`src/rtl/motor_pwm_ctrl_if.sv`:
```
`default_nettype none
// ============================================================================
//  Module      : motor_pwm_ctrl_if
//  Description : Control and bridge-pin bundle for motor_pwm_ctrl.
//                The motion logic drives en/brake/load/duty_set/dir_set and
//                receives the per-channel bridge pins, at_target and the
//                period tick.
//  Ports (signals):
//      en          global enable, 0 = coast all channels
//      brake       global level-sensitive brake
//      load        1-cycle strobe capturing duty_set/dir_set as targets
//      duty_set    N_CH x CNT_W target duties, ch i at [i*CNT_W +: CNT_W]
//      dir_set     N_CH target directions (0 fwd, 1 rev)
//      pwm_out     N_CH bridge enable lines
//      in_a/in_b   N_CH bridge direction inputs
//      at_target   N_CH applied duty/dir equal target
//      period_tick one cycle per PWM period
//  Revision    : 1.0 - initial release
// ============================================================================
interface motor_pwm_ctrl_if #(
    parameter int N_CH  = 2,
    parameter int CNT_W = 21
);
    logic                    en;
    logic                    brake;
    logic                    load;
    logic [N_CH*CNT_W-1:0]   duty_set;
    logic [N_CH-1:0]         dir_set;
    logic [N_CH-1:0]         pwm_out;
    logic [N_CH-1:0]         in_a;
    logic [N_CH-1:0]         in_b;
    logic [N_CH-1:0]         at_target;
    logic                    period_tick;

    // Motion-logic side
    modport master (
        output en, brake, load, duty_set, dir_set,
        input  pwm_out, in_a, in_b, at_target, period_tick
    );

    // Controller side
    modport slave (
        input  en, brake, load, duty_set, dir_set,
        output pwm_out, in_a, in_b, at_target, period_tick
    );
endinterface
`default_nettype wire

```
`src/rtl/motor_pwm_ctrl.sv`:
```
`default_nettype none
// ============================================================================
//  Module      : motor_pwm_ctrl
//  Description : N-channel H-bridge (L298-style) controller. One shared
//                period counter drives a PWM enable per channel; each
//                channel ramps its applied duty toward a loaded target by
//                at most RAMP_STEP per period, reverses only through zero
//                duty, and supports a global coast (en=0) and brake.
//  Ports:
//      clk          system clock
//      rst          synchronous active-high reset
//      bus (slave)  en, brake, load, duty_set, dir_set in;
//                   pwm_out, in_a, in_b, at_target, period_tick out
//  Revision    : 1.0 - initial release
// ============================================================================
module motor_pwm_ctrl #(
    parameter int N_CH      = 2,
    parameter int CNT_W     = 21,
    parameter int PERIOD    = 1450000,
    parameter int RAMP_STEP = 50000
) (
    input  wire logic        clk,
    input  wire logic        rst,
    motor_pwm_ctrl_if.slave  bus
);

    localparam logic [CNT_W-1:0] C_PERIOD = CNT_W'(PERIOD);
    localparam logic [CNT_W-1:0] C_LAST   = CNT_W'(PERIOD - 1);
    localparam logic [CNT_W-1:0] C_ONE    = CNT_W'(1);
    // One extra bit so cur+STEP can never wrap.
    localparam logic [CNT_W:0]   C_STEP   = (CNT_W + 1)'(RAMP_STEP);

    // ------------------------------------------------------------------
    // Shared period counter and tick
    // ------------------------------------------------------------------
    logic [CNT_W-1:0] cnt_q, cnt_d;
    logic             period_tick_q, period_tick_d;
    logic             w_boundary;
    logic             w_inhibit;
    logic             w_load_ok;

    always_comb begin
        w_boundary    = (cnt_q == C_LAST);
        // Coast and brake both hold the applied duty at zero so that a
        // release always restarts the ramp from standstill.
        w_inhibit     = ~bus.en | bus.brake;
        // An active brake masks target updates.
        w_load_ok     = bus.load & ~(bus.en & bus.brake);
        cnt_d         = w_boundary ? '0 : cnt_q + C_ONE;
        period_tick_d = w_boundary;
    end

    always_ff @(posedge clk) begin
        if (rst) begin
            cnt_q         <= '0;
            period_tick_q <= 1'b0;
        end else begin
            cnt_q         <= cnt_d;
            period_tick_q <= period_tick_d;
        end
    end

    // ------------------------------------------------------------------
    // Per-channel target capture, ramp and pin generation
    // ------------------------------------------------------------------
    logic [N_CH-1:0] w_pwm;
    logic [N_CH-1:0] w_in_a;
    logic [N_CH-1:0] w_in_b;
    logic [N_CH-1:0] w_at_target;

    for (genvar i = 0; i < N_CH; i++) begin : g_ch
        logic [CNT_W-1:0] tgt_duty_q, tgt_duty_d;
        logic [CNT_W-1:0] cur_duty_q, cur_duty_d;
        logic             tgt_dir_q,  tgt_dir_d;
        logic             cur_dir_q,  cur_dir_d;
        logic             pwm_q,      pwm_d;
        logic             in_a_q,     in_a_d;
        logic             in_b_q,     in_b_d;
        logic             at_target_q, at_target_d;

        logic [CNT_W-1:0] w_duty_req;
        logic [CNT_W:0]   w_cur_ext;
        logic [CNT_W:0]   w_tgt_ext;
        logic [CNT_W:0]   w_up;
        logic [CNT_W:0]   w_down;

        always_comb begin
            w_duty_req = bus.duty_set[i*CNT_W +: CNT_W];
            w_cur_ext  = {1'b0, cur_duty_q};
            w_tgt_ext  = {1'b0, tgt_duty_q};
            w_up       = w_cur_ext + C_STEP;
            w_down     = (w_cur_ext > C_STEP) ? (w_cur_ext - C_STEP) : '0;

            // Targets: duty is clamped to a full period on capture.
            tgt_duty_d = tgt_duty_q;
            tgt_dir_d  = tgt_dir_q;
            if (w_load_ok) begin
                tgt_duty_d = (w_duty_req > C_PERIOD) ? C_PERIOD : w_duty_req;
                tgt_dir_d  = bus.dir_set[i];
            end

            // Ramp at the period boundary. The *_q targets are used, so a
            // load landing on the boundary cycle takes effect one period
            // later.
            cur_duty_d = cur_duty_q;
            cur_dir_d  = cur_dir_q;
            if (w_boundary) begin
                if (RAMP_STEP == 0) begin
                    cur_duty_d = tgt_duty_q;
                    cur_dir_d  = tgt_dir_q;
                end else if (cur_dir_q != tgt_dir_q) begin
                    // Reverse only through zero: first ramp down, then flip
                    // the direction during a full zero-duty period.
                    if (cur_duty_q != '0) begin
                        cur_duty_d = w_down[CNT_W-1:0];
                    end else begin
                        cur_dir_d = tgt_dir_q;
                    end
                end else if (w_cur_ext < w_tgt_ext) begin
                    cur_duty_d = (w_up > w_tgt_ext) ? tgt_duty_q : w_up[CNT_W-1:0];
                end else if (w_cur_ext > w_tgt_ext) begin
                    cur_duty_d = (w_down < w_tgt_ext) ? tgt_duty_q : w_down[CNT_W-1:0];
                end
            end
            if (w_inhibit) begin
                cur_duty_d = '0;
            end

            // Pins: coast (all low) beats brake (all high) beats drive.
            pwm_d  = 1'b0;
            in_a_d = 1'b0;
            in_b_d = 1'b0;
            if (bus.en) begin
                if (bus.brake) begin
                    pwm_d  = 1'b1;
                    in_a_d = 1'b1;
                    in_b_d = 1'b1;
                end else begin
                    pwm_d  = (cnt_q < cur_duty_q);
                    in_a_d = ~cur_dir_q;
                    in_b_d = cur_dir_q;
                end
            end

            at_target_d = (cur_duty_q == tgt_duty_q) && (cur_dir_q == tgt_dir_q);
        end

        always_ff @(posedge clk) begin
            if (rst) begin
                tgt_duty_q  <= '0;
                cur_duty_q  <= '0;
                tgt_dir_q   <= 1'b0;
                cur_dir_q   <= 1'b0;
                pwm_q       <= 1'b0;
                in_a_q      <= 1'b0;
                in_b_q      <= 1'b0;
                at_target_q <= 1'b0;
            end else begin
                tgt_duty_q  <= tgt_duty_d;
                cur_duty_q  <= cur_duty_d;
                tgt_dir_q   <= tgt_dir_d;
                cur_dir_q   <= cur_dir_d;
                pwm_q       <= pwm_d;
                in_a_q      <= in_a_d;
                in_b_q      <= in_b_d;
                at_target_q <= at_target_d;
            end
        end

        assign w_pwm[i]       = pwm_q;
        assign w_in_a[i]      = in_a_q;
        assign w_in_b[i]      = in_b_q;
        assign w_at_target[i] = at_target_q;
    end

    assign bus.pwm_out     = w_pwm;
    assign bus.in_a        = w_in_a;
    assign bus.in_b        = w_in_b;
    assign bus.at_target   = w_at_target;
    assign bus.period_tick = period_tick_q;

endmodule
`default_nettype wire

```
`src/flat_wrapper.sv`:
```
// flat-port wrapper written by rule: the top's interface ports become plain ports
module motor_pwm_ctrl_flat 
#(
    parameter int N_CH      = 2,
    parameter int CNT_W     = 21,
    parameter int PERIOD    = 1450000,
    parameter int RAMP_STEP = 50000
)
  (clk, rst, bus_en, bus_brake, bus_load, bus_duty_set, bus_dir_set, bus_pwm_out, bus_in_a, bus_in_b, bus_at_target, bus_period_tick);
  motor_pwm_ctrl_if #(.N_CH(N_CH), .CNT_W(CNT_W)) bus_i ();
  input  wire logic clk;
  input  wire logic rst;
  input wire logic [$bits(bus_i.en)-1:0] bus_en;
  input wire logic [$bits(bus_i.brake)-1:0] bus_brake;
  input wire logic [$bits(bus_i.load)-1:0] bus_load;
  input wire logic [$bits(bus_i.duty_set)-1:0] bus_duty_set;
  input wire logic [$bits(bus_i.dir_set)-1:0] bus_dir_set;
  output wire logic [$bits(bus_i.pwm_out)-1:0] bus_pwm_out;
  output wire logic [$bits(bus_i.in_a)-1:0] bus_in_a;
  output wire logic [$bits(bus_i.in_b)-1:0] bus_in_b;
  output wire logic [$bits(bus_i.at_target)-1:0] bus_at_target;
  output wire logic [$bits(bus_i.period_tick)-1:0] bus_period_tick;
  assign bus_i.en = bus_en;
  assign bus_i.brake = bus_brake;
  assign bus_i.load = bus_load;
  assign bus_i.duty_set = bus_duty_set;
  assign bus_i.dir_set = bus_dir_set;
  assign bus_pwm_out = bus_i.pwm_out;
  assign bus_in_a = bus_i.in_a;
  assign bus_in_b = bus_i.in_b;
  assign bus_at_target = bus_i.at_target;
  assign bus_period_tick = bus_i.period_tick;
  motor_pwm_ctrl #(.N_CH(N_CH), .CNT_W(CNT_W), .PERIOD(PERIOD), .RAMP_STEP(RAMP_STEP)) u_core (.clk(clk), .rst(rst), .bus(bus_i));
endmodule
```
`config.mk`:
```
export PLATFORM = sky130hd
export DESIGN_NAME = motor_pwm_ctrl_flat
export DESIGN_NICKNAME = d
export VERILOG_FILES = /design/src/rtl/motor_pwm_ctrl_if.sv /design/src/rtl/motor_pwm_ctrl.sv /design/src/flat_wrapper.sv
export SDC_FILE = /design/constraint.sdc
export NUM_CORES = 1
export LEC_CHECK = 0
export CAP_MARGIN = 20
export CORE_MARGIN = 3
export CORE_UTILIZATION = 45
export DETAILED_ROUTE_END_ITERATION = 8
export PLACE_DENSITY = 0.65
export SLEW_MARGIN = 20
export SYNTH_ARGS = -nofsm -noshare
export SYNTH_HDL_FRONTEND = slang
export SYNTH_SLANG_ARGS = --single-unit
export TNS_END_PERCENT = 20
```
`constraint.sdc`:
```
create_clock -name clk -period 12.4 [get_ports clk]
set_input_delay 2.48 -clock clk [delete_from_list [all_inputs] [get_ports clk]]
set_output_delay 2.48 -clock clk [all_outputs]
set_load 0.05 [all_outputs]
```
==> impl_results.html, run 1 <==
<table>
<tr><th>Metric</th><th>Value</th></tr>
<tr><th colspan="2">Global routing</th></tr>
<tr><td>First-pass GRT wire length</td><td>55.9 mm</td></tr>
<tr><td>Combined global-route utilization of all metal layers</td><td>27.5%</td></tr>
<tr><td>Via count of the first global-routing pass</td><td>9969</td></tr>
<tr><td>GR Overflow Total</td><td>0</td></tr>
<tr><td>Maximum number of pins on one net before global-route repair</td><td>53</td></tr>
<tr><td>Initial antenna violation count</td><td>0</td></tr>
<tr><th colspan="2">Finish</th></tr>
<tr><td>Leading cell type in the layout, fill and taps excluded</td><td>sky130_fd_sc_hd__ha_1</td></tr>
<tr><td>Final Core Density</td><td>52.2%</td></tr>
<tr><td>Number of diodes</td><td>0</td></tr>
<tr><td>Post-layout net count</td><td>1613</td></tr>
<tr><td>Synth-to-Final Area Change</td><td>12.6%</td></tr>
<tr><td>Most frequent cells in the layout</td><td>sky130_fd_sc_hd__ha_1, sky130_fd_sc_hd__nor2_1, sky130_fd_sc_hd__dfxtp_1</td></tr>
<tr><td>Share of cells above drive strength 1</td><td>4.82%</td></tr>
<tr><th colspan="2">Clock tree</th></tr>
<tr><td>Longest Clk Path Bufs</td><td>2</td></tr>
<tr><td>Clock latency on the worst-skew pair</td><td>0.44 ns</td></tr>
<tr><td>Number of buffers created by CTS</td><td>17</td></tr>
<tr><td>Number of H-tree branching levels</td><td>4</td></tr>
<tr><td>TritonCTS clock tree</td><td>yes</td></tr>
<tr><td>Clock transition at the register clock pins on the worst setup and hold paths after CTS</td><td>0.07 ns</td></tr>
<tr><td>CTS root buf</td><td>sky130_fd_sc_hd__clkbuf_16</td></tr>
<tr><td># Post-CTS Setup Buffers</td><td>0</td></tr>
<tr><td>Post-cts sizing count</td><td>0</td></tr>
<tr><td>Clk sink count</td><td>118</td></tr>
<tr><td>Count of hold-fix buffers inserted at cts</td><td>0</td></tr>
<tr><th colspan="2">Flow run</th></tr>
<tr><td>Number of max-cap violations</td><td>0</td></tr>
<tr><th colspan="2">Floorplanning</th></tr>
<tr><td>Height of the die</td><td>159 µm</td></tr>
<tr><td>Initial core utilization</td><td>46.3%</td></tr>
<tr><td>Core Area</td><td>22800 µm²</td></tr>
<tr><td>Top-level I/O count</td><td>58</td></tr>
<tr><td>Die Footprint</td><td>25400 µm²</td></tr>
<tr><td>Horizontal die dimension</td><td>159 µm</td></tr>
<tr><td>Placement Rows</td><td>55</td></tr>
<tr><th colspan="2">Power</th></tr>
<tr><td>Portion of total power attributed to sequential cells</td><td>35.9%</td></tr>
<tr><td>Portion of total power attributed to combinational logic</td><td>17.6%</td></tr>
<tr><td>Power density cells</td><td>93.7 nW/µm²</td></tr>
<tr><td>Net Switching</td><td>368 µW</td></tr>
<tr><td>VDD IR max</td><td>0.0911 mV</td></tr>
<tr><td>Standby leakage power</td><td>4.73 nW</td></tr>
<tr><td>Switching part of the total</td><td>32.9%</td></tr>
<tr><td>Clock network power share</td><td>46.5%</td></tr>
<tr><td>Internal cell power</td><td>749 µW</td></tr>
<tr><th colspan="2">Critical path</th></tr>
<tr><td>R2R Path Start</td><td>u_core.g_ch[0].cur_duty_q[4]</td></tr>
<tr><td>CP Capture Type</td><td>register</td></tr>
<tr><td>Worst setup path startpoint</td><td>u_core.g_ch[0].cur_duty_q[4]</td></tr>
<tr><td>Start-to-end type of the worst setup path</td><td>register to register</td></tr>
<tr><td>Required time reported for the critical path endpoint</td><td>12.72 ns</td></tr>
<tr><td>Worst EP arrival</td><td>5.59 ns</td></tr>
<tr><td>Startpoint class of the critical path</td><td>register</td></tr>
<tr><td>Worst-case reg-to-reg path depth</td><td>18</td></tr>
<tr><td>Termination of the worst setup path</td><td>u_core.g_ch[0].cur_duty_q[11]</td></tr>
<tr><td>Maximum fanout along the worst path</td><td>14</td></tr>
<tr><td>RR Endpoint</td><td>u_core.g_ch[0].cur_duty_q[11]</td></tr>
<tr><td>Minimum setup slack among reg-to-reg paths</td><td>7.13 ns</td></tr>
<tr><th colspan="2">Timing</th></tr>
<tr><td>Final count of hold timing violations</td><td>0</td></tr>
<tr><td>Final worst path period share</td><td>42.5%</td></tr>
<tr><td>Worst Clk Skew</td><td>0.0145 ns</td></tr>
<tr><td>Transition at the pin with the smallest max-transition slack</td><td>1.16 ns</td></tr>
<tr><td>RSZ-0062 raised after global routing</td><td>no</td></tr>
<tr><td>Setup Viol. Count Final</td><td>0</td></tr>
<tr><td>Final Critical Period</td><td>5.27 ns</td></tr>
<tr><td>Final TNS setup</td><td>0 ns</td></tr>
<tr><td>Final Slew Violations</td><td>0</td></tr>
<tr><td>Highest achievable clock rate</td><td>0.190 GHz</td></tr>
<tr><td>Relative slew margins</td><td>22.4%</td></tr>
<tr><th colspan="2">Min path</th></tr>
<tr><td>Tightest Hold Check Type</td><td>register to register</td></tr>
<tr><td>Hold Path Cell Cnt</td><td>1</td></tr>
<tr><th colspan="2">Yosys</th></tr>
<tr><td>Number of warnings printed during yosys synthesis</td><td>0</td></tr>
<tr><td>Synth Area in Adders</td><td>19.5%</td></tr>
<tr><td>Flip-flop cell with the highest count after synthesis</td><td>sky130_fd_sc_hd__dfxtp_1</td></tr>
<tr><td>Number of synthesized flops with an enable pin</td><td>0</td></tr>
<tr><td>Number of register bits inferred by synthesis</td><td>118</td></tr>
<tr><td>Multiplexer share of the synthesized area</td><td>0.390%</td></tr>
<tr><td>Summed instance area of the synthesized netlist</td><td>10600 µm²</td></tr>
<tr><td>Synth Area in XOR/XNOR</td><td>5.54%</td></tr>
<tr><td>Fraction of the mapped netlist area in simple logic gates</td><td>23.2%</td></tr>
<tr><td>Share of async-settable or async-resettable flops after synthesis</td><td>0%</td></tr>
<tr><td>Count of unique library cells instantiated by Yosys</td><td>80</td></tr>
<tr><td>Number of nets produced by synthesis</td><td>1590</td></tr>
<tr><td>Post-synthesis sequential area ratio</td><td>22.3%</td></tr>
<tr><td>Synth Instances</td><td>1376</td></tr>
<tr><td>Mean area per synthesized cell</td><td>7.69 µm²</td></tr>
<tr><td>Dominant combinational cell family by area after synthesis</td><td>simple AND/OR/NAND/NOR gates</td></tr>
<tr><td>Compound-Gate Fraction of Synth Area</td><td>22.4%</td></tr>
<tr><th colspan="2">Drt</th></tr>
<tr><td>Post-route DRC violation count</td><td>0</td></tr>
<tr><td>1st-pass router iterations</td><td>5</td></tr>
<tr><td>Violation count after the first detailed-route iteration</td><td>1049</td></tr>
<tr><td>Wire length after detailed routing</td><td>35.6 mm</td></tr>
<tr><td>Antenna Violating Nets Remaining</td><td>0</td></tr>
<tr><td>Average detailed-routed wire length per instance</td><td>20.6 µm</td></tr>
<tr><td>Detailed-route vias per instance</td><td>6.14</td></tr>
<tr><td>Number of vias after detailed routing</td><td>10600</td></tr>
<tr><th colspan="2">Placement</th></tr>
<tr><td>Routability congestion estimate</td><td>0.985</td></tr>
<tr><td>PortBufs</td><td>57</td></tr>
<tr><td>Detailed placement HPWL</td><td>28.1 mm</td></tr>
<tr><th colspan="2">Status</th></tr>
<tr><td>Outcome</td><td>finished, final reports clean</td></tr>
</table>
-- flip-flops by register name (all words and copies together), names as in the netlist --
signal / cells
u_core.g_ch.cur_duty_q: 42
u_core.g_ch.tgt_duty_q: 42
u_core.cnt_q: 21
u_core.g_ch.at_target_q: 2
u_core.g_ch.cur_dir_q: 2
u_core.g_ch.in_a_q: 2
u_core.g_ch.in_b_q: 2
u_core.g_ch.pwm_q: 2
u_core.g_ch.tgt_dir_q: 2
u_core.bus.period_tick: 1
-- logic make-up after synthesis --
| kind of cell | count (synthesis) |
|---|---|
| flip-flops | 118 |
| AND/OR/NAND/NOR | 500 |
| multiplexers | 4 |
| adder cells (fa/ha/maj) | 165 |
| buffers and inverters | 168 |
| AO/OA/AOI/OAI | 354 |
| XOR/XNOR | 67 |
-- worst min path at each step --
stage / slack, ns / from / endpoint
floorplan: 0.43 / u_core.cnt_q[0] / u_core.cnt_q[0]
global placement: 0.46 / u_core.cnt_q[0] / u_core.cnt_q[0]
detailed placement: 0.46 / u_core.cnt_q[0] / u_core.cnt_q[0]
CTS: 0.47 / u_core.cnt_q[0] / u_core.cnt_q[0]
global route: 0.50 / u_core.cnt_q[0] / u_core.cnt_q[0]
finish: 0.48 / u_core.cnt_q[0] / u_core.cnt_q[0]
-- Yosys cell counts, types with 4 or more instances --
| master | count | area, µm² |
|---|---|---|
| sky130_fd_sc_hd__o21ai_1 | 27 | 135 |
| sky130_fd_sc_hd__nand2b_1 | 19 | 119 |
| sky130_fd_sc_hd__o211ai_1 | 9 | 67.6 |
| sky130_fd_sc_hd__o22ai_1 | 11 | 68.8 |
| sky130_fd_sc_hd__nor4_1 | 15 | 93.8 |
| sky130_fd_sc_hd__o21bai_1 | 6 | 45.0 |
| sky130_fd_sc_hd__inv_1 | 104 | 390 |
| sky130_fd_sc_hd__a221oi_1 | 11 | 96.3 |
| sky130_fd_sc_hd__or3_1 | 13 | 81.3 |
| sky130_fd_sc_hd__o31ai_1 | 11 | 82.6 |
| sky130_fd_sc_hd__ha_1 | 165 | 2060 |
| sky130_fd_sc_hd__a22oi_1 | 31 | 233 |
| sky130_fd_sc_hd__nand3_1 | 29 | 145 |
| sky130_fd_sc_hd__nor3_1 | 50 | 250 |
| sky130_fd_sc_hd__and2_1 | 7 | 43.8 |
| sky130_fd_sc_hd__a21o_1 | 17 | 128 |
| sky130_fd_sc_hd__or4_1 | 5 | 37.5 |
| sky130_fd_sc_hd__a21oi_1 | 98 | 490 |
| sky130_fd_sc_hd__dfxtp_1 | 118 | 2360 |
| sky130_fd_sc_hd__nor2b_1 | 17 | 106 |
| sky130_fd_sc_hd__and3_1 | 18 | 113 |
| sky130_fd_sc_hd__o2111ai_1 | 10 | 87.6 |
| sky130_fd_sc_hd__o21a_1 | 5 | 37.5 |
| sky130_fd_sc_hd__a31oi_1 | 10 | 62.6 |
| sky130_fd_sc_hd__a211oi_1 | 10 | 75.1 |
| sky130_fd_sc_hd__o221ai_1 | 6 | 52.6 |
| sky130_fd_sc_hd__a221o_1 | 5 | 50.1 |
| sky130_fd_sc_hd__o41ai_1 | 7 | 61.3 |
| sky130_fd_sc_hd__o21ai_0 | 42 | 210 |
| sky130_fd_sc_hd__a22o_1 | 4 | 35.0 |
| sky130_fd_sc_hd__clkbuf_1 | 39 | 146 |
| sky130_fd_sc_hd__nor2_1 | 152 | 571 |
| sky130_fd_sc_hd__nand4_1 | 43 | 269 |
| sky130_fd_sc_hd__xor2_1 | 9 | 78.8 |
| sky130_fd_sc_hd__xnor2_1 | 58 | 508 |
| sky130_fd_sc_hd__nand2_1 | 106 | 398 |
| sky130_fd_sc_hd__nand3b_1 | 5 | 37.5 |
| sky130_fd_sc_hd__buf_4 | 9 | 67.6 |
| sky130_fd_sc_hd__buf_2 | 7 | 35.0 |
| sky130_fd_sc_hd__buf_6 | 4 | 45.0 |
-- layout make-up --
cell class / count / area, µm²
multi-input cells: 1090 / 7540
flip-flops and latches: 118 / 2360
clock inverters: 15 / 179
well taps: 313 / 392
clock buffers: 17 / 425
fillers: 2250 / 10900
repair buffers: 65 / 626
inverters: 107 / 402
-- routing by layer --
layer	global-route usage [%]	vias up	wire length [µm]
met3	5.52	86	2950
met2	44.0	480	15900
met4	8.71	0	1010
li1	-	5079	-
met5	0	-	0
met1	37.1	4955	15700
-- power groups by stage --
| stage | Sequential, mW | Combinational (mW) | Clock (mW) |
|---|---|---|---|
| 2_1_floorplan | 0.402 | 0.129 | 0 |
| 3_3_place_gp | 0.408 | 0.191 | 0 |
| 3_5_place_dp | 0.409 | 0.192 | 0 |
| 4_1_cts | 0.400 | 0.192 | 0.522 |
| 5_1_grt | 0.401 | 0.216 | 0.541 |
| 6_report | 0.401 | 0.197 | 0.520 |
-- per-stage QoR --
stage / total power, mW / instance area [µm²] / instances / worst slack (ns) / hold WS [ns]
after CTS: 1.11 / 11900 / 1725 / 7.24 / 0.474
after global routing: 1.16 / 11900 / 1725 / 6.77 / 0.497
final: 1.12 / 11900 / 1725 / 7.13 / 0.480
after global placement: 0.600 / 11300 / 1693 / 7.26 / 0.457
after floorplan: 0.532 / 10600 / 1376 / 8.21 / 0.428
after detailed placement: 0.600 / 11300 / 1693 / 7.25 / 0.458
-- critical path, cell delays in order, from the launching register on --
cell and delay (ns):
sky130_fd_sc_hd__dfxtp_1 0.47, sky130_fd_sc_hd__inv_1 0.17, sky130_fd_sc_hd__ha_1 0.26, sky130_fd_sc_hd__nor2b_1 0.22, sky130_fd_sc_hd__nor2_1 0.10, sky130_fd_sc_hd__nor4b_1 0.45
sky130_fd_sc_hd__nor2_1 0.24, sky130_fd_sc_hd__buf_4 0.25, sky130_fd_sc_hd__a21oi_1 0.20, sky130_fd_sc_hd__ha_1 0.30, sky130_fd_sc_hd__a21oi_1 0.14, sky130_fd_sc_hd__o21ai_0 0.10
sky130_fd_sc_hd__a221oi_1 0.29, sky130_fd_sc_hd__o2111a_1 0.25, sky130_fd_sc_hd__a21boi_2 0.10, sky130_fd_sc_hd__nor2_1 0.89, sky130_fd_sc_hd__nand2_1 0.40, sky130_fd_sc_hd__o22ai_1 0.24
sky130_fd_sc_hd__o31ai_1 0.10
(Power assumes the default switching activity.)
==> run 2, diff against run 1 <==
==> constraint.sdc (replaced) <==
create_clock -name clk -period 5.55 [get_ports clk]
set_input_delay 1.11 -clock clk [delete_from_list [all_inputs] [get_ports clk]]
set_output_delay 1.11 -clock clk [all_outputs]
set_load 0.05 [all_outputs]
==> run 2 against run 1 <==
Effect of this change:
- final cell count is 0.58% higher
- first-iteration DRC count is 13% lower
- die area stayed put
- flip-flop and latch count stayed put
- power is 120% higher
- cell area is 0.52% higher
- critical endpoint is now u_core.g_ch[0].cur_duty_q[8]
- largest cell class unchanged
==> impl_results.html, run 2 (same netlist as run 1, synthesis figures left out) <==
<table>
<tr><th>Metric</th><th>Value</th></tr>
<tr><th colspan="2">Drt</th></tr>
<tr><td>Antenna Violating Nets Remaining</td><td>0</td></tr>
<tr><td>Detailed-route vias per instance</td><td>6.05</td></tr>
<tr><td>1st-pass router iterations</td><td>5</td></tr>
<tr><td>Average detailed-routed wire length per instance</td><td>21.1 µm</td></tr>
<tr><td>Wire length after detailed routing</td><td>36.6 mm</td></tr>
<tr><td>Violation count after the first detailed-route iteration</td><td>915</td></tr>
<tr><td>Post-route DRC violation count</td><td>0</td></tr>
<tr><td>Number of vias after detailed routing</td><td>10500</td></tr>
<tr><th colspan="2">Power</th></tr>
<tr><td>Portion of total power attributed to combinational logic</td><td>18.1%</td></tr>
<tr><td>Switching part of the total</td><td>33.9%</td></tr>
<tr><td>Standby leakage power</td><td>4.77 nW</td></tr>
<tr><td>Power density cells</td><td>207 nW/µm²</td></tr>
<tr><td>Power consumption</td><td>2.48 mW</td></tr>
<tr><td>Internal cell power</td><td>1.64 mW</td></tr>
<tr><td>Net Switching</td><td>840 µW</td></tr>
<tr><td>Portion of total power attributed to sequential cells</td><td>36.0%</td></tr>
<tr><td>VDD IR max</td><td>0.180 mV</td></tr>
<tr><td>Clock network power share</td><td>45.9%</td></tr>
<tr><th colspan="2">Finish</th></tr>
<tr><td>Post-layout net count</td><td>1623</td></tr>
<tr><td>Leading cell type in the layout, fill and taps excluded</td><td>sky130_fd_sc_hd__ha_1</td></tr>
<tr><td>Share of cells above drive strength 1</td><td>5.34%</td></tr>
<tr><td>Fill cell total of the finished layout</td><td>2295</td></tr>
<tr><td>Number of diodes</td><td>0</td></tr>
<tr><td>Most frequent cells in the layout</td><td>sky130_fd_sc_hd__ha_1, sky130_fd_sc_hd__nor2_1, sky130_fd_sc_hd__dfxtp_1</td></tr>
<tr><td>Top flop regs</td><td>u_core.g_ch.cur_duty_q (42), u_core.g_ch.tgt_duty_q (42), u_core.cnt_q (21)</td></tr>
<tr><td>Synth-to-Final Area Change</td><td>13.2%</td></tr>
<tr><th colspan="2">Clock tree</th></tr>
<tr><td># Post-CTS Setup Buffers</td><td>0</td></tr>
<tr><td>Clock latency on the worst-skew pair</td><td>0.44 ns</td></tr>
<tr><td>TritonCTS clock tree</td><td>yes</td></tr>
<tr><td>Post-cts sizing count</td><td>0</td></tr>
<tr><td>Number of H-tree branching levels</td><td>4</td></tr>
<tr><td>CTS root buf</td><td>sky130_fd_sc_hd__clkbuf_16</td></tr>
<tr><td>Longest Clk Path Bufs</td><td>2</td></tr>
<tr><td>Clock transition at the register clock pins on the worst setup and hold paths after CTS</td><td>0.06 ns</td></tr>
<tr><td>Count of hold-fix buffers inserted at cts</td><td>0</td></tr>
<tr><td>Clk sink count</td><td>118</td></tr>
<tr><td>Number of buffers created by CTS</td><td>17</td></tr>
<tr><th colspan="2">Critical path</th></tr>
<tr><td>Crit path cell chain</td><td>inv_1 &gt; ha_1 &gt; nor2b_1 &gt; nor2_1 &gt; nor4b_1 &gt; nor2_1 &gt; buf_4 &gt; nor2_1 &gt; ha_1 &gt; nand4_1 &gt; nor3_1 &gt; o31ai_1 &gt; o2111a_1 &gt; a21boi_2 &gt; a21oi_1 &gt; nand2_1 &gt; o2111ai_1 &gt; a21oi_1</td></tr>
<tr><td>Required time reported for the critical path endpoint</td><td>5.83 ns</td></tr>
<tr><td>Slowest stage delay, CP</td><td>0.75 ns</td></tr>
<tr><td>Minimum setup slack among reg-to-reg paths</td><td>0.57 ns</td></tr>
<tr><td>CP Capture Type</td><td>register</td></tr>
<tr><td>R2R Path Start</td><td>u_core.g_ch[0].cur_duty_q[4]</td></tr>
<tr><td>Slowest-stage cell, CP</td><td>sky130_fd_sc_hd__a21oi_1</td></tr>
<tr><td>Most frequent cell on the critical path</td><td>sky130_fd_sc_hd__nor2_1</td></tr>
<tr><td>RR Endpoint</td><td>u_core.g_ch[0].cur_duty_q[8]</td></tr>
<tr><td>Maximum fanout along the worst path</td><td>11</td></tr>
<tr><td>Worst EP arrival</td><td>5.26 ns</td></tr>
<tr><td>Startpoint class of the critical path</td><td>register</td></tr>
<tr><td>Start-to-end type of the worst setup path</td><td>register to register</td></tr>
<tr><td>Worst-case reg-to-reg path depth</td><td>18</td></tr>
<tr><th colspan="2">Global routing</th></tr>
<tr><td>First-pass GRT wire length</td><td>56.8 mm</td></tr>
<tr><td>GR Overflow Total</td><td>0</td></tr>
<tr><td>Via count of the first global-routing pass</td><td>9927</td></tr>
<tr><td>Maximum number of pins on one net before global-route repair</td><td>52</td></tr>
<tr><td>Combined global-route utilization of all metal layers</td><td>28.3%</td></tr>
<tr><td>Initial antenna violation count</td><td>0</td></tr>
<tr><th colspan="2">Flow run</th></tr>
<tr><td>Number of max-cap violations</td><td>0</td></tr>
<tr><th colspan="2">Timing</th></tr>
<tr><td>Setup Viol. Count Final</td><td>0</td></tr>
<tr><td>Final setup slack of the worst path</td><td>0.569 ns</td></tr>
<tr><td>Relative slew margins</td><td>27.7%</td></tr>
<tr><td>Final count of hold timing violations</td><td>0</td></tr>
<tr><td>Transition at the pin with the smallest max-transition slack</td><td>1.08 ns</td></tr>
<tr><td>Worst Clk Skew</td><td>0.0187 ns</td></tr>
<tr><td>Final worst path period share</td><td>89.8%</td></tr>
<tr><td>Final TNS setup</td><td>0 ns</td></tr>
<tr><td>Highest achievable clock rate</td><td>0.201 GHz</td></tr>
<tr><td>RSZ-0062 raised after global routing</td><td>no</td></tr>
<tr><td>Final Slew Violations</td><td>0</td></tr>
<tr><td>Final Critical Period</td><td>4.98 ns</td></tr>
<tr><td>Post-route worst hold slack</td><td>0.496 ns</td></tr>
<tr><th colspan="2">Placement</th></tr>
<tr><td>PortBufs</td><td>57</td></tr>
<tr><td>Detailed placement HPWL</td><td>29.0 mm</td></tr>
<tr><td>Pre-CTS WS</td><td>0.759 ns</td></tr>
<tr><td>Routability congestion estimate</td><td>1.00</td></tr>
<tr><th colspan="2">Min path</th></tr>
<tr><td>Endpoint of the worst hold-timing path</td><td>u_core.cnt_q[0]</td></tr>
<tr><td>Tightest Hold Check Type</td><td>register to register</td></tr>
<tr><td>Hold_sp</td><td>u_core.cnt_q[0]</td></tr>
<tr><td>Hold Path Cell Cnt</td><td>1</td></tr>
<tr><th colspan="2">Floorplanning</th></tr>
<tr><td>Horizontal die dimension</td><td>159 µm</td></tr>
<tr><td>Height of the die</td><td>159 µm</td></tr>
<tr><td>Die Footprint</td><td>25400 µm²</td></tr>
<tr><td>Top-level I/O count</td><td>58</td></tr>
<tr><td>Core Area</td><td>22800 µm²</td></tr>
<tr><td>Placement Rows</td><td>55</td></tr>
<tr><td>Initial core utilization</td><td>46.3%</td></tr>
<tr><th colspan="2">Status</th></tr>
<tr><td>Outcome</td><td>finished, final reports clean</td></tr>
</table>
run 2: cell count changes in the layout (fill, tap and decap cells not counted):
cell / change
sky130_fd_sc_hd__buf_4: +10
sky130_fd_sc_hd__inv_8: +1
sky130_fd_sc_hd__nor2_1: +1
sky130_fd_sc_hd__nor4_2: -1
sky130_fd_sc_hd__nor2_2: -1
sky130_fd_sc_hd__nor4_1: +1
sky130_fd_sc_hd__bufinv_16: -1
sky130_fd_sc_hd__clkinv_4: -2
sky130_fd_sc_hd__clkinv_8: +2
run 2: power by group through the flow:
stage / registers (mW) / clock network [mW] / logic [mW]
after floorplan: 0.899 / 0 / 0.289
after global placement: 0.912 / 0 / 0.435
after detailed placement: 0.912 / 0 / 0.437
after CTS: 0.893 / 1.15 / 0.439
after global routing: 0.896 / 1.20 / 0.486
final: 0.894 / 1.14 / 0.449
run 2: area by class of cell:
cell class              count  area (µm²)  area share [%]
repair buffers             75         701            5.85
clock buffers              17         425            3.55
clock inverters            15         175            1.46
inverters                 107         402            3.35
flip-flops and latches    118        2360            19.7
well taps                 313         392            3.27
multi-input cells        1090        7530            62.8
run 2: metal layers:
| metal | wire [µm] | GRT usage [%] | up-vias |
|---|---|---|---|
| met3 | 2610 | 5.93 | 80 |
| met1 | 16700 | 38.5 | 4920 |
| met2 | 16100 | 44.5 | 390 |
| met5 | 36 | 1.14 | - |
| li1 | - | - | 5106 |
| met4 | 1160 | 9.91 | 2 |
run 2: worst max-delay path by stage:
stage | from | end | slack, ns | cells after the start
after detailed placement | u_core.g_ch[0].cur_duty_q[16] | u_core.g_ch[0].cur_duty_q[14] | 0.76 | 15
after global placement | u_core.g_ch[0].cur_duty_q[4] | u_core.g_ch[0].cur_duty_q[20] | 0.83 | 16
after global routing | u_core.g_ch[0].cur_duty_q[11] | u_core.g_ch[0].cur_duty_q[14] | 0.29 | 13
after CTS | u_core.g_ch[0].cur_duty_q[4] | u_core.g_ch[0].cur_duty_q[8] | 0.69 | 18
final | u_core.g_ch[0].cur_duty_q[4] | u_core.g_ch[0].cur_duty_q[8] | 0.57 | 18
after floorplan | u_core.g_ch[0].cur_duty_q[17] | u_core.g_ch[0].cur_duty_q[10] | 1.57 | 18
run 2: worst max-delay path, delay by kind of cell, from the launching register on:
kind,cells,cell delay [ns]
and+or+nand+nor,8,1.71
AOI/OAI and AO/OA,6,1.63
adders and majority gates,2,0.55
DFF,1,0.49
buffers and inverters,2,0.45
run 2: metrics by stage:
stage                     utilization (%)  area (µm²)  instances
final                                52.5       12000       1735
after global routing                 52.5       12000       1735
after detailed placement             49.8       11400       1703
after global placement               49.8       11400       1702
after CTS                            52.5       12000       1735
after floorplan                         -       10600       1376
==> RTL change (flow settings as in run 2) <==
`CNT_W` is set to 21 in 3 places; all go to 42.
--- a/src/rtl/motor_pwm_ctrl_if.sv
+++ b/src/rtl/motor_pwm_ctrl_if.sv
@@ -21,3 +21,3 @@
     parameter int N_CH  = 2,
-    parameter int CNT_W = 21
+    parameter int CNT_W = 42
 );
--- a/src/rtl/motor_pwm_ctrl.sv
+++ b/src/rtl/motor_pwm_ctrl.sv
@@ -17,3 +17,3 @@
     parameter int N_CH      = 2,
-    parameter int CNT_W     = 21,
+    parameter int CNT_W     = 42,
     parameter int PERIOD    = 1450000,
--- a/src/flat_wrapper.sv
+++ b/src/flat_wrapper.sv
@@ -4,3 +4,3 @@
     parameter int N_CH      = 2,
-    parameter int CNT_W     = 21,
+    parameter int CNT_W     = 42,
     parameter int PERIOD    = 1450000,
Ports: changed (resized bus_duty_set); port bits go from 58 to 100. No check against the original RTL was run, so the function may have changed too.
==> RTL change against run 2 <==
  * Core utilization rose by 0.51 points
  * Global-route usage grew 2.3 points
  * Area after synthesis increased by 97%
  * Clock skew fell by 0.0029 ns
  * Design area is 100% higher
  * Synthesized cell count increased by 97%
  * Wire length grew 110%
  * Setup slack worse by 0.45 ns
  * Sequential cell count is 105 higher
  * Maximum frequency is 8.3% lower
  * Hold slack lost 0.020 ns
  * Power increased by 66%
  * Critical endpoint is now u_core.g_ch[1].cur_duty_q[0]
==> RTL change: results (changes against run 2) <==
| Metric | Value |
|---|---|
| R2r endpoint | `u_core.g_ch[1].cur_duty_q[0] (was u_core.g_ch[0].cur_duty_q[8])` |
| Slowest cell on crit path | `nor3_1 (was a21oi_1)` |
| Commonest cells in the netlist | `ha_1, nor2_1, dfxtp_1, a21oi_1, inv_1 (was ha_1, nor2_1, dfxtp_1, nand2_1, inv_1)` |
| Mux cell area share after synthesis | `0.0958% (was 0.390%)` |
| Status | `completed (unchanged)` |
| Synthesized netlist net count | `3,134 (was 1,590)` |
| Clock Path Buffers | `3 (was 2)` |
| Worst slew pin tran | `0.974 ns (was 1.08 ns)` |
| Vias in the first global route | `21,607 (was 9,927)` |
| Post-route cell area | `0.0242 mm2 (was 0.0120 mm2)` |
| Register area share after synthesis | `21.4% (was 22.3%)` |
| Logic power comb | `589 uW (was 449 uW)` |
| Routed WL per cell | `22.8 um (was 21.1 um)` |
| Worst-Skew Late Latency | `0.59 ns (was 0.44 ns)` |
| FILL cells | `4,405 (was 2,295)` |
| DP Cell Count | `3,399 (was 1,703)` |
| Final hold slack | `0.476 ns (was 0.496 ns)` |
| Worst-path maximum fanout | `10 (was 11)` |
| Gpl congestion | `0.992 (was 1.00)` |
| Largest net degree at the start of global routing | `61 (was 52)` |
| Num CTS Buffers | `28 (was 17)` |
| Compound-Gate Fraction of Synth Area | `22.5% (was 22.4%)` |
| Pleak | `10.2 nW (was 4.77 nW)` |
| Layout Cells excl Fill | `3,449 (was 1,735)` |
| PortBufs | `99 (was 57)` |
| Synth Area in XOR/XNOR | `6.95% (was 5.54%)` |
| Worst reg2reg setup slack | `0.12 ns (was 0.57 ns)` |
## RTL change: changes by cell type in the layout (fill, tap and decap cells not counted), sizes merged, moves of 49 or more
cell,delta
xnor2,+88
inv,+72
nor4,+49
nor3,+73
nand4,+55
nor2,+129
a21o,+51
ha,+168
dfxtp,+105
a21oi,+91
buf,+104
nand2,+68
o21ai,+52
## RTL change: worst max path at each step
stage | endpoint | start | slack (ns)
3_5_place_dp | u_core.g_ch[0].cur_duty_q[31] | u_core.g_ch[0].cur_duty_q[4] | -0.06
5_1_grt | u_core.g_ch[0].cur_duty_q[27] | u_core.g_ch[0].cur_duty_q[17] | -0.006
3_3_place_gp | u_core.g_ch[0].cur_duty_q[31] | u_core.g_ch[0].cur_duty_q[4] | -0.03
4_1_cts | u_core.g_ch[0].cur_duty_q[31] | u_core.g_ch[0].cur_duty_q[17] | 0.006
2_1_floorplan | u_core.g_ch[0].cur_duty_q[5] | u_core.g_ch[0].cur_duty_q[4] | 0.52
6_report | u_core.g_ch[1].cur_duty_q[0] | u_core.g_ch[1].cur_duty_q[19] | 0.12
## RTL change: routing by layer
layer	track usage, %	share of wire, %
met5	0	0
met4	14.7	5.9
met3	4.51	7.4
met2	50.3	45
met1	39.6	42
## RTL change: area by class of cell
class	count	share of cell area, %
Tap cell	600	3.10
Clock buffer	36	3.23
Inverter	193	2.99
Sequential cell	223	18.5
Multi-Input combinational cell	2163	63.2
Timing Repair Buffer	221	8.39
Clock inverter	13	0.683
## RTL change: repair_timing
item	4_1_cts	5_1_grt
setup buffers	0	1
endpoints found under the setup margin	5	67
gates resized for setup	1	17
hold buffers	0	0
pin swaps	0	3
